$ cat src/rtl/iob_mem_arbiter.sv
// iob_mem_arbiter
// ---------------------------------------------------------------------------
// Two-master / one-slave arbiter for the native memory bus. Master 0 is the
// instruction bus and master 1 is the data bus. Both share one slave port.
// The grant is held for the whole transaction, until the slave returns
// ready. A watchdog aborts a transaction that is never acknowledged.
//
// Bus layout:
//   request  (`REQ_W)  MSB..LSB: valid, address[ADDR_W], wdata[DATA_W], wstrb[DATA_W/8]
//   response (`RESP_W) MSB..LSB: rdata[DATA_W], ready
//
// Ports:
//   clk            system clock, rising edge
//   resetn         asynchronous active-low reset
//   m0_req/m0_resp master 0 (instruction bus) request / response
//   m1_req/m1_resp master 1 (data bus) request / response
//   s_req/s_resp   shared slave request / response
//   timeout        one-cycle pulse when a transaction is aborted
//   timeout_sticky set by timeout; only reset clears it
//
// Configuration macro ARB_ROUND_ROBIN_EN:
//   defined   - round-robin. On a tie, the master other than the last one
//               served wins.
//   undefined - fixed priority. Master 1 wins ties and there is no 'last'
//               register.
// ---------------------------------------------------------------------------
`ifndef REQ_W
`define REQ_W (1 + ADDR_W + DATA_W + DATA_W / 8)
`endif
`ifndef RESP_W
`define RESP_W (DATA_W + 1)
`endif

module iob_mem_arbiter #(
    parameter int ADDR_W    = 32,
    parameter int DATA_W    = 32,
    parameter int TIMEOUT_W = 8
) (
    input  logic               clk,
    input  logic               resetn,
    input  logic [`REQ_W-1:0]  m0_req,
    output logic [`RESP_W-1:0] m0_resp,
    input  logic [`REQ_W-1:0]  m1_req,
    output logic [`RESP_W-1:0] m1_resp,
    output logic [`REQ_W-1:0]  s_req,
    input  logic [`RESP_W-1:0] s_resp,
    output logic               timeout,
    output logic               timeout_sticky
);

    localparam int REQ_W  = `REQ_W;
    localparam int RESP_W = `RESP_W;

    localparam logic [0:0] ST_IDLE = 1'b0;
    localparam logic [0:0] ST_BUSY = 1'b1;

    localparam logic [TIMEOUT_W-1:0] WDOG_MAX  = {TIMEOUT_W{1'b1}};
    localparam logic [TIMEOUT_W-1:0] WDOG_ZERO = {TIMEOUT_W{1'b0}};
    localparam logic [TIMEOUT_W-1:0] WDOG_ONE  = TIMEOUT_W'(1);

    logic [0:0]           state_r, state_n_s;
    logic                 gnt_r, gnt_n_s;
    logic [TIMEOUT_W-1:0] wdog_r, wdog_n_s;
    logic                 sticky_r;
`ifdef ARB_ROUND_ROBIN_EN
    logic                 last_r;
`endif

    logic              m0_valid_s, m1_valid_s;
    logic              s_ready_s;
    logic [DATA_W-1:0] s_rdata_s;
    logic              win_s, owner_s, owner_valid_s;
    logic              wdog_full_s, active_s, complete_s, abort_s, drop_s;

    assign m0_valid_s = m0_req[REQ_W-1];
    assign m1_valid_s = m1_req[REQ_W-1];
    assign s_ready_s  = s_resp[0];
    assign s_rdata_s  = s_resp[RESP_W-1:1];

    // Winner selection for the IDLE state
`ifdef ARB_ROUND_ROBIN_EN
    assign win_s = (m0_valid_s && m1_valid_s) ? ~last_r : m1_valid_s;
`else
    assign win_s = m1_valid_s;
`endif

    // In IDLE the combinational winner owns the bus. In BUSY the stored grant
    // owns it. Forwarding is gated with resetn so the slave sees an idle bus
    // as soon as reset asserts, without waiting for an edge. At the watchdog
    // limit the request is withdrawn without looking at s_resp. That keeps
    // the path from s_req back to s_resp free of combinational loops.
    assign owner_s       = (state_r == ST_IDLE) ? win_s : gnt_r;
    assign owner_valid_s = owner_s ? m1_valid_s : m0_valid_s;
    assign wdog_full_s   = (state_r == ST_BUSY) && (wdog_r == WDOG_MAX);
    assign active_s      = resetn && owner_valid_s && !wdog_full_s;
    assign complete_s    = active_s && s_ready_s;
    assign abort_s       = resetn && wdog_full_s && owner_valid_s;
    assign drop_s        = (state_r == ST_BUSY) && !owner_valid_s;
    assign timeout        = abort_s;
    assign timeout_sticky = sticky_r;

    // Request forwarding and response routing
    always_comb begin
        s_req   = {REQ_W{1'b0}};
        m0_resp = {RESP_W{1'b0}};
        m1_resp = {RESP_W{1'b0}};
        if (active_s) begin
            s_req = owner_s ? m1_req : m0_req;
        end else begin
            s_req = {REQ_W{1'b0}};
        end
        if (complete_s) begin
            if (owner_s) begin
                m1_resp = {s_rdata_s, 1'b1};
            end else begin
                m0_resp = {s_rdata_s, 1'b1};
            end
        end else if (abort_s) begin
            if (owner_s) begin
                m1_resp = {{DATA_W{1'b0}}, 1'b1};
            end else begin
                m0_resp = {{DATA_W{1'b0}}, 1'b1};
            end
        end else begin
            m0_resp = {RESP_W{1'b0}};
            m1_resp = {RESP_W{1'b0}};
        end
    end

    // Next-state, grant and watchdog logic. The watchdog counts the issuing
    // IDLE cycle as well, so an abort falls on occupancy cycle 2^TIMEOUT_W.
    always_comb begin
        state_n_s = state_r;
        gnt_n_s   = gnt_r;
        wdog_n_s  = wdog_r;
        case (state_r)
            ST_IDLE: begin
                if (active_s && !s_ready_s) begin
                    state_n_s = ST_BUSY;
                    gnt_n_s   = win_s;
                    wdog_n_s  = WDOG_ONE;
                end else begin
                    state_n_s = ST_IDLE;
                    wdog_n_s  = WDOG_ZERO;
                end
            end
            ST_BUSY: begin
                if (complete_s || abort_s || drop_s) begin
                    state_n_s = ST_IDLE;
                    wdog_n_s  = WDOG_ZERO;
                end else if (wdog_r != WDOG_MAX) begin
                    wdog_n_s  = wdog_r + WDOG_ONE;
                end else begin
                    wdog_n_s  = wdog_r;
                end
            end
            default: begin
                state_n_s = ST_IDLE;
                wdog_n_s  = WDOG_ZERO;
            end
        endcase
    end

    // State, grant, watchdog and sticky-timeout registers
    always_ff @(posedge clk or negedge resetn) begin
        if (!resetn) begin
            state_r  <= ST_IDLE;
            gnt_r    <= 1'b0;
            wdog_r   <= WDOG_ZERO;
            sticky_r <= 1'b0;
        end else begin
            state_r <= state_n_s;
            gnt_r   <= gnt_n_s;
            wdog_r  <= wdog_n_s;
            if (abort_s) begin
                sticky_r <= 1'b1;
            end else begin
                sticky_r <= sticky_r;
            end
        end
    end

`ifdef ARB_ROUND_ROBIN_EN
    // Last-served master. The reset value of 1 makes master 0 win the first tie.
    always_ff @(posedge clk or negedge resetn) begin
        if (!resetn) begin
            last_r <= 1'b1;
        end else if (complete_s || abort_s) begin
            last_r <= owner_s;
        end else begin
            last_r <= last_r;
        end
    end
`endif

endmodule

$ cat config.mk
export PLATFORM = sky130hd
export DESIGN_NAME = iob_mem_arbiter
export DESIGN_NICKNAME = d
export VERILOG_FILES = /design/src/rtl/iob_mem_arbiter.sv
export SDC_FILE = /design/constraint.sdc
export NUM_CORES = 1
export LEC_CHECK = 0
export ABC_CLOCK_PERIOD_IN_PS = 3800
export CAP_MARGIN = 5
export CORE_AREA = 2 2 121 123
export DETAILED_ROUTE_END_ITERATION = 16
export DIE_AREA = 0 0 123 125
export GPL_ROUTABILITY_DRIVEN = 0
export GPL_TIMING_DRIVEN = 0
export SYNTH_ARGS = -nofsm -noshare
export SYNTH_HDL_FRONTEND = slang
export SYNTH_SLANG_ARGS = --single-unit
$ cat constraint.sdc
create_clock -name clk -period 3.8 [get_ports clk]
set_input_delay 0.57 -clock clk [delete_from_list [all_inputs] [get_ports clk]]
set_output_delay 0.57 -clock clk [all_outputs]
set_load 0.02 [all_outputs]
======== After elaboration in Yosys (flattened, before gate mapping) ========
Cells that the tools add are included.
storage, ports and cells
  logic and storage cells ................. 42
  bits in registers ....................... 11
  output and inout bits ................... 137
operators by class
  eq/ne operators ......................... 3
  $add $sub $neg .......................... 1
  reduce and logical (&&, ||, !) cells .... 14
  bitwise logic cells ..................... 1
  multiplexer cells ....................... 19
operators by type and width
  kind                                                   number
  two-way mux 33 bit                                     6
  two-way mux 69 bit                                     2
  two-way mux 8 bit                                      2
  case mux 8 bit (2 select lines)                        1
  adder 8 x 1 -> 8 bit, second input constant            1
  equality test 8 bit, second input constant             1
  logical AND 1 bit                                      8
  inequality test 8 bit, second input constant           1
  two-way mux 1 bit                                      7
  logical NOT 1 bit                                      3
  inequality test 3 x 1 -> 1 bit, second input constant  1
  logical OR 1 bit                                       2
  case mux 1 bit (2 select lines)                        1
  AND reduction 2 bit                                    1
  inverter 1 bit                                         1

======== Depth between registers and ports, before layout ========
Gate-level depths: netlist of the first run.
  depth after elaboration ................. 9
  mapped depth ............................ 8
  gate-level depth less buffers ........... 5

======== Worst setup path after synthesis of the first run ========
Ideal clock, no wire load.
  path kind ............................... register to output
  from .................................... register wdog_r[0]
  to ...................................... output m0_resp[26]
  arrival time ............................ 1919 ps
  setup slack ............................. 1311 ps
  cell stages (with the launch flop) ...... 8
  path through ............................ dfrtp_1 ha_1 and4_1 nand3_1 or3b_1 buf_2 buf_6 nor2_1
on the way
  longest elaborated chain between the ends .. 6
RTL lines
  element                 RTL line  source
  from (decl)             63        logic [TIMEOUT_W-1:0] wdog_r, wdog_n_s;
  from (signal assigned)  174       wdog_r <= wdog_n_s;
  equality test 8 bit     94        assign wdog_full_s = (state_r == ST_BUSY) && (wdog_r == WDOG_MAX);
  logical AND 1 bit       94
  logical NOT 1 bit       95        assign active_s = resetn && owner_valid_s && !wdog_full_s;
  logical AND 1 bit       95
  logical AND 1 bit       96        assign complete_s = active_s && s_ready_s;
  two-way mux 33 bit      112       if (complete_s) begin
  to (decl)               42        output logic [`RESP_W-1:0] m0_resp,
No other way between the ends.

======== Final worst setup path of the first run ========
  from .................................... input m0_req[68]
  to ...................................... output s_req[63]
on the way
  longest elaborated chain between the ends .. 4
RTL lines
  element                          RTL line  source
  from (decl)                      41        input logic [`REQ_W-1:0] m0_req,
  two-way mux 1 bit                93        assign owner_valid_s = owner_s ? m1_valid_s : m0_valid_s;
  logical AND 1 bit (2 in series)  95
  two-way mux 69 bit               107       if (active_s) begin
  to (decl)                        45        output logic [`REQ_W-1:0] s_req,
No other way between the ends.

==> impl_metrics.yaml, run 1 <==
layout:
  drive_gt1_share_pct: 4.213
  register_area_um2: 275.3
  area_growth_pct: 167.8
  antennaDiodeCount: 0
  instances_no_fill: 896
  multiInputGateArea_mm2: 0.001574
  final_nets: 887
  final_area_mm2: 0.005445
  fill_cells: 1529
setup_path:
  arrival_ns: 3.08
  crit_type: "input pin to output pin"
  endpoint_kind: "output pin"
  setup.worst_path.start_class: "input pin"
  reg2regPathDepth: 6
  cp_max_fo: 10
  worst-endpoint-required_ns: 3.23
  worst_r2r_endpoint: "wdog_r[0]$_DFFE_PN0P_"
  ff2ff_setup_slack_ns: 1.89
  crit_path_cell_trace: "clkdlybuf4s50_1, a21boi_1, o221ai_2, nand2b_1, buf_2, buf_6, buf_2, a21oi_1, clkdlybuf4s50_1"
  cpLargestDelayFamily: "buffers and inverters"
  crit_buf_inv: 5
  reg2reg_from: "wdog_r[0]$_DFFE_PN0P_"
  cp_slowest_stage_delay_ns: 0.65
  crit_slowest_cell: "clkdlybuf4s50_1"
timing:
  final.min_clock_period_ns: 3.651
  max_freq_mhz: 273.9
  fin_ws_ns: 0.1494
  whs_ns: 0.4018
  rsz0062_at_grt: "no"
  post-route-period-util_pct: 96.07
  finalClockSkew_ns: 0.001718
  setup_viol: 0
  hold_viol: 0
  relSlewSlack_pct: 48.91
  drv_slew: 0
  tightest_slew_ns: 0.7664
place:
  portBuffers: 308
  placed_cell_area_mm2: 0.005346
  dp.cells: 892
  place_hpwl_um: 10630
  pre_cts_ws_ns: -0.2632
route:
  detail_route.wl_per_cell_um: 14.54
  drt_first_pass_iters: 5
  via_per_inst: 4.115
  remaining_drc_errors: 0
  num_vias: 3687
  drt_iter0_markers: 123
  wl_um: 13030
  final_antenna_net_count: 0
clock_network:
  clock-root-buffer: "clkbuf_16"
  cts_setup_buffers: 0
  holdBufCountCts: 0
  cts_tree: "done"
  worstSkewPairLatency_ns: 0.24
  max-clock-path-buffers: 2
  cts.reportedPaths.clkPinSlew_ns: 0.04
  cts_sinks: 11
  cts_buffers: 3
  h-tree-depth: 1
synthesis:
  synthArstFlopShare_pct: 100.0
  yosysWarnings: 0
  ys_seq_area_share_pct: 13.54
  synth_ff_type: "dfrtp_1"
  yosys.cell_types.count: 34
  synth_area_per_cell_um2: 5.083
  synth_edf_count: 0
  synthesis.instances: 400
  mappedNetlistArea_mm2: 0.002033
  syn_nets: 574
  ys_seq_elements: 11
global_route:
  grt_antenna_before_repair: 0
  grt_first_pass_wirelength_um: 19230
  grt_usage_pct: 15.73
  grt-ovfl-total: 0
  grt_pass1_vias: 3450
  grt_max_degree: 13
flow_run:
  max_cap_viol_count: 0
die:
  die_w_um: 123
  boundaryPins: 310
  rows: 44
  core_region_area_mm2: 0.01420
  fp.dieH_um: 125
  initial_utilization_pct: 14.31
  die_area_mm2: 0.01538
power_and_ir_drop:
  cellPowerDensity_mw_per_mm2: 237.1
  ir_worst_vdd_mv: 0.1350
  p_leak_nw: 2.152
outcome:
  status: "complete, no violations"
hold_path:
  hp-class: "input pin to async pin"
## synth_stat cells (2+ instances only)
| cell type | number | share of area (%) |
|---|---|---|
| mux2i_1 | 3 | 1.5 |
| nand3_1 | 2 | 0.49 |
| a211oi_1 | 2 | 0.74 |
| nand2_1 | 171 | 32 |
| and3_1 | 3 | 0.92 |
| nand2b_1 | 2 | 0.62 |
| and2_1 | 3 | 0.92 |
| dfrtp_1 | 11 | 14 |
| nor2b_1 | 2 | 0.62 |
| nor3_1 | 4 | 0.98 |
| clkbuf_1 | 17 | 3.1 |
| a21oi_1 | 71 | 17 |
| nor2_1 | 70 | 13 |
| buf_2 | 13 | 3.2 |
| buf_6 | 5 | 2.8 |
| inv_1 | 3 | 0.55 |
## stage by stage
step | power (mW) | util [%] | setup TNS [ns]
6_report | 1.291 | 38.34 | 0
4_1_cts | 1.299 | 38.24 | 0
2_1_floorplan | 0.5875 | - | 0
3_3_place_gp | 1.094 | 37.64 | -2.269
5_1_grt | 1.374 | 38.34 | 0
3_5_place_dp | 1.091 | 37.64 | -2.332
## how the worst max path moves through the flow
stage / from / endpoint / slack, ns / cells past startpoint
floorplan: wdog_r[0]$_DFFE_PN0P_ / m0_resp[26] / 1.31 / 7
global placement: m1_req[68] / s_req[33] / -0.24 / 6
detailed placement: m1_req[68] / s_req[33] / -0.26 / 6
CTS: m1_req[68] / s_req[61] / 0.09 / 7
global route: m0_req[68] / s_req[63] / 0.02 / 9
finish: m0_req[68] / s_req[63] / 0.15 / 9
## registers in the layout, summed over array words and instances (netlist names)
signal          count
wdog_r              8
gnt_r               1
state_r             1
timeout_sticky      1
## cell usage in the layout (no fill, tap or decap), types with 2 or more instances in the layout
master           count
a211oi_1             2
a21oi_1             71
and2_1               3
and3_1               3
buf_2               13
buf_6                5
clkbuf_1            14
clkbuf_16            3
clkbuf_2             3
clkdlybuf4s50_1    306
dfrtp_1             11
inv_1                3
mux2i_1              2
nand2_1            171
nand2b_1             2
nand3_1              2
nor2_1              70
nor2b_1              2
nor3_1               4
## cells by family (layout without fill, tap and decap cells)
logic type | count (synthesis) | in the layout | share of synthesized area (%)
AOI/OAI and AO/OA | 79 | 79 | 20.68
muxes | 5 | 5 | 2.769
and+or+nand+nor | 265 | 265 | 52.31
buffers and inverters | 38 | 350 | 9.661
DFF | 11 | 11 | 13.54
xor gates and xnor gates | 1 | 1 | 0.4308
adders and majority gates | 1 | 1 | 0.6153
## timing repair
item	in CTS	in global routing
hold endpoints to repair	0	0
pin swaps	0	0
resized for setup	4	5
setup endpoints to repair	24	2
## where the power goes
part	switching, mW	internal [mW]	leakage [nW]
registers	0.0130	0.126	0.148
logic	0.492	0.460	1.96
clock network	0.0601	0.140	0.0409
total	0.565	0.726	2.15
## layer usage
layer	vias to the layer above	GRT usage, %	wire [µm]
met5	-	0	0
met2	134	26.81	6220
met3	13	2.555	996
li1	1906	-	-
met1	1634	21.31	5674
met4	0	2.005	139
## worst reg2reg max path, stage by stage (launching register included)
cell,delay (ns)
dfrtp_1,0.40
ha_1,0.25
and4_1,0.25
and2_1,0.15
clkbuf_1,0.17
or4b_1,0.49
o211ai_1,0.10
## layout make-up
class                      count  area share (%)
clock buffer                   3           1.379
clock inverter                 1         0.09191
sequential                    11           5.055
buffer                        35           3.470
timing repair buffer         308           56.66
inverter                       3          0.2068
multi-input combinational    351           28.91
tap                          184           4.228
No activity file was read; power rests on OpenSTA's default activity.
==> run 2, diff against run 1 <==
Settings changed: ABC_CLOCK_PERIOD_IN_PS 3800 to 2900, CTS_BUF_LIST set to sky130_fd_sc_hd__clkbuf_4 sky130_fd_sc_hd__clkbuf_8.
Clock period 3.8 ns to 2.9 ns, I/O delays scaled along.
==> run 2 against run 1 <==
Setup slack lost 0.064 ns. Critical path depth is the same. Worst hold slack lost 0.33 ns. Flip-flop and latch count is the same. Design area shrank 1.9%. Register-to-register slack lost 0.93 ns. Largest cell class unchanged. Highest routed layer unchanged.
==> impl_metrics.yaml, run 2 (same netlist as run 1, synthesis figures left out) <==
power_and_ir_drop:
  ir_worst_vdd_mv: 0.1544
  cellPowerDensity_mw_per_mm2: 285.7
  p_leak_nw: 2.568
timing:
  fin_ws_ns: 0.08573
  max_freq_mhz: 355.3
  rsz0062_at_grt: "yes"
  tns_ns: 0
  final.min_clock_period_ns: 2.814
  post-route-period-util_pct: 97.04
  tightest_slew_ns: 0.6232
  hold_viol: 0
  finalClockSkew_ns: 0.001366
  drv_slew: 0
  setup_viol: 0
  relSlewSlack_pct: 58.18
place:
  portBuffers: 308
  place_hpwl_um: 10630
  pre_cts_ws_ns: -0.8932
  dp.cells: 892
clock_network:
  cts_tree: "done"
  cts_buffers: 3
  holdBufCountCts: 0
  clock-root-buffer: "clkbuf_8"
  worstSkewPairLatency_ns: 0.25
  h-tree-depth: 1
  cts_sinks: 11
  max-clock-path-buffers: 2
  cts.reportedPaths.clkPinSlew_ns: 0.06
global_route:
  grt_usage_pct: 15.89
  grt_pass1_vias: 3541
  grt_antenna_before_repair: 1
  grt_max_degree: 13
  grt-ovfl-total: 0
  grt_first_pass_wirelength_um: 19420
die:
  fp.dieH_um: 125
  core_region_area_mm2: 0.01420
  rows: 44
  die_area_mm2: 0.01538
  die_w_um: 123
  boundaryPins: 310
  initial_utilization_pct: 14.31
route:
  via_per_inst: 4.190
  final_antenna_net_count: 0
  detail_route.wl_per_cell_um: 14.57
  remaining_drc_errors: 0
  drt_iter0_markers: 172
  drt_first_pass_iters: 4
  num_vias: 3779
  wl_um: 13140
setup_path:
  endpoint_kind: "output pin"
  cp_max_fo: 10
  arrival_ns: 2.38
  setup.worst_path.start_class: "input pin"
  crit_type: "input pin to output pin"
  worst-endpoint-required_ns: 2.47
layout:
  final_cell_mix: "171 x nand2_1, 171 x clkdlybuf4s50_1, 90 x dlygate4sd2_1"
  largest_register_ffs: 8
  area_growth_pct: 162.6
  register_area_um2: 275.3
  instances_no_fill: 902
  drive_gt1_share_pct: 11.85
  multiInputGateArea_mm2: 0.001592
  fill_cells: 1587
  final_nets: 892
  top_register: "wdog_r"
outcome:
  status: "complete, no violations"
hold_path:
  hp-class: "input pin to async pin"
flow_run:
  max_cap_viol_count: 0
[run 2: cell type report]
cell class / instances / share of cell area (%)
Tap cell: 184 / 4.311
Sequential cell: 11 / 5.155
Buffer: 35 / 3.843
Multi-Input combinational cell: 351 / 29.80
Clock inverter: 1 / 0.09372
Clock buffer: 3 / 0.7732
Timing Repair Buffer: 313 / 55.76
Inverter: 3 / 0.2109
Antenna cell: 1 / 0.04686
[run 2: power breakdown]
group	switching (mW)	leakage [nW]	internal (mW)
clock	0.0694	0.0255	0.0951
sequential	0.0178	0.148	0.165
combinational	0.647	2.39	0.531
[run 2: path summary, 6_finish.rpt]
kind / startpoint / depth (start not counted) / slack [ns] / end
max in group asynchronous: resetn / 1 / 2.58 / wdog_r[6]$_DFFE_PN0P_
min in group clk: timeout_sticky$_DFFE_PN0P_ / 1 / 0.47 / timeout_sticky$_DFFE_PN0P_
worst min-delay path: resetn / 1 / 0.08 / timeout_sticky$_DFFE_PN0P_
worst max register to register: wdog_r[0]$_DFFE_PN0P_ / 6 / 0.96 / wdog_r[0]$_DFFE_PN0P_
worst min register to register: timeout_sticky$_DFFE_PN0P_ / 1 / 0.47 / timeout_sticky$_DFFE_PN0P_
worst max-delay path: m0_req[68] / 9 / 0.09 / s_req[68]
[run 2: stage by stage]
| stage | hold slack, ns | power [mW] | utilization (%) | area, µm² |
|---|---|---|---|---|
| 2_1_floorplan | 0.1394 | 0.7698 | - | 2033 |
| 6_report | 0.07625 | 1.526 | 37.60 | 5340 |
| 3_3_place_gp | 0.4605 | 1.433 | 37.64 | 5346 |
| 3_5_place_dp | 0.4517 | 1.429 | 37.64 | 5346 |
| 4_1_cts | 0.2757 | 1.544 | 37.91 | 5384 |
| 5_1_grt | 0.09778 | 1.638 | 37.60 | 5340 |
[run 2: worst max-delay path, cell delays in order]
cell             delay (ns)
clkdlybuf4s50_1        0.45
nand2b_1               0.18
o221ai_2               0.25
nand2b_1               0.15
clkbuf_4               0.19
buf_6                  0.16
clkbuf_4               0.21
inv_1                  0.05
dlygate4sd2_1          0.31
[run 2: layer usage]
| layer | track usage [%] | wire (µm) | vias up |
|---|---|---|---|
| met5 | 0 | 0 | - |
| met1 | 20.93 | 5502 | 1682 |
| li1 | - | - | 1920 |
| met3 | 2.646 | 1125 | 19 |
| met4 | 2.874 | 224 | 0 |
| met2 | 27.30 | 6285 | 158 |
[run 2: what timing repair did]
action                                  CTS  global route
endpoints found under the setup margin  136           112
pin swaps                                 1             0
setup buffers                             5             0
resized for setup                       233            19
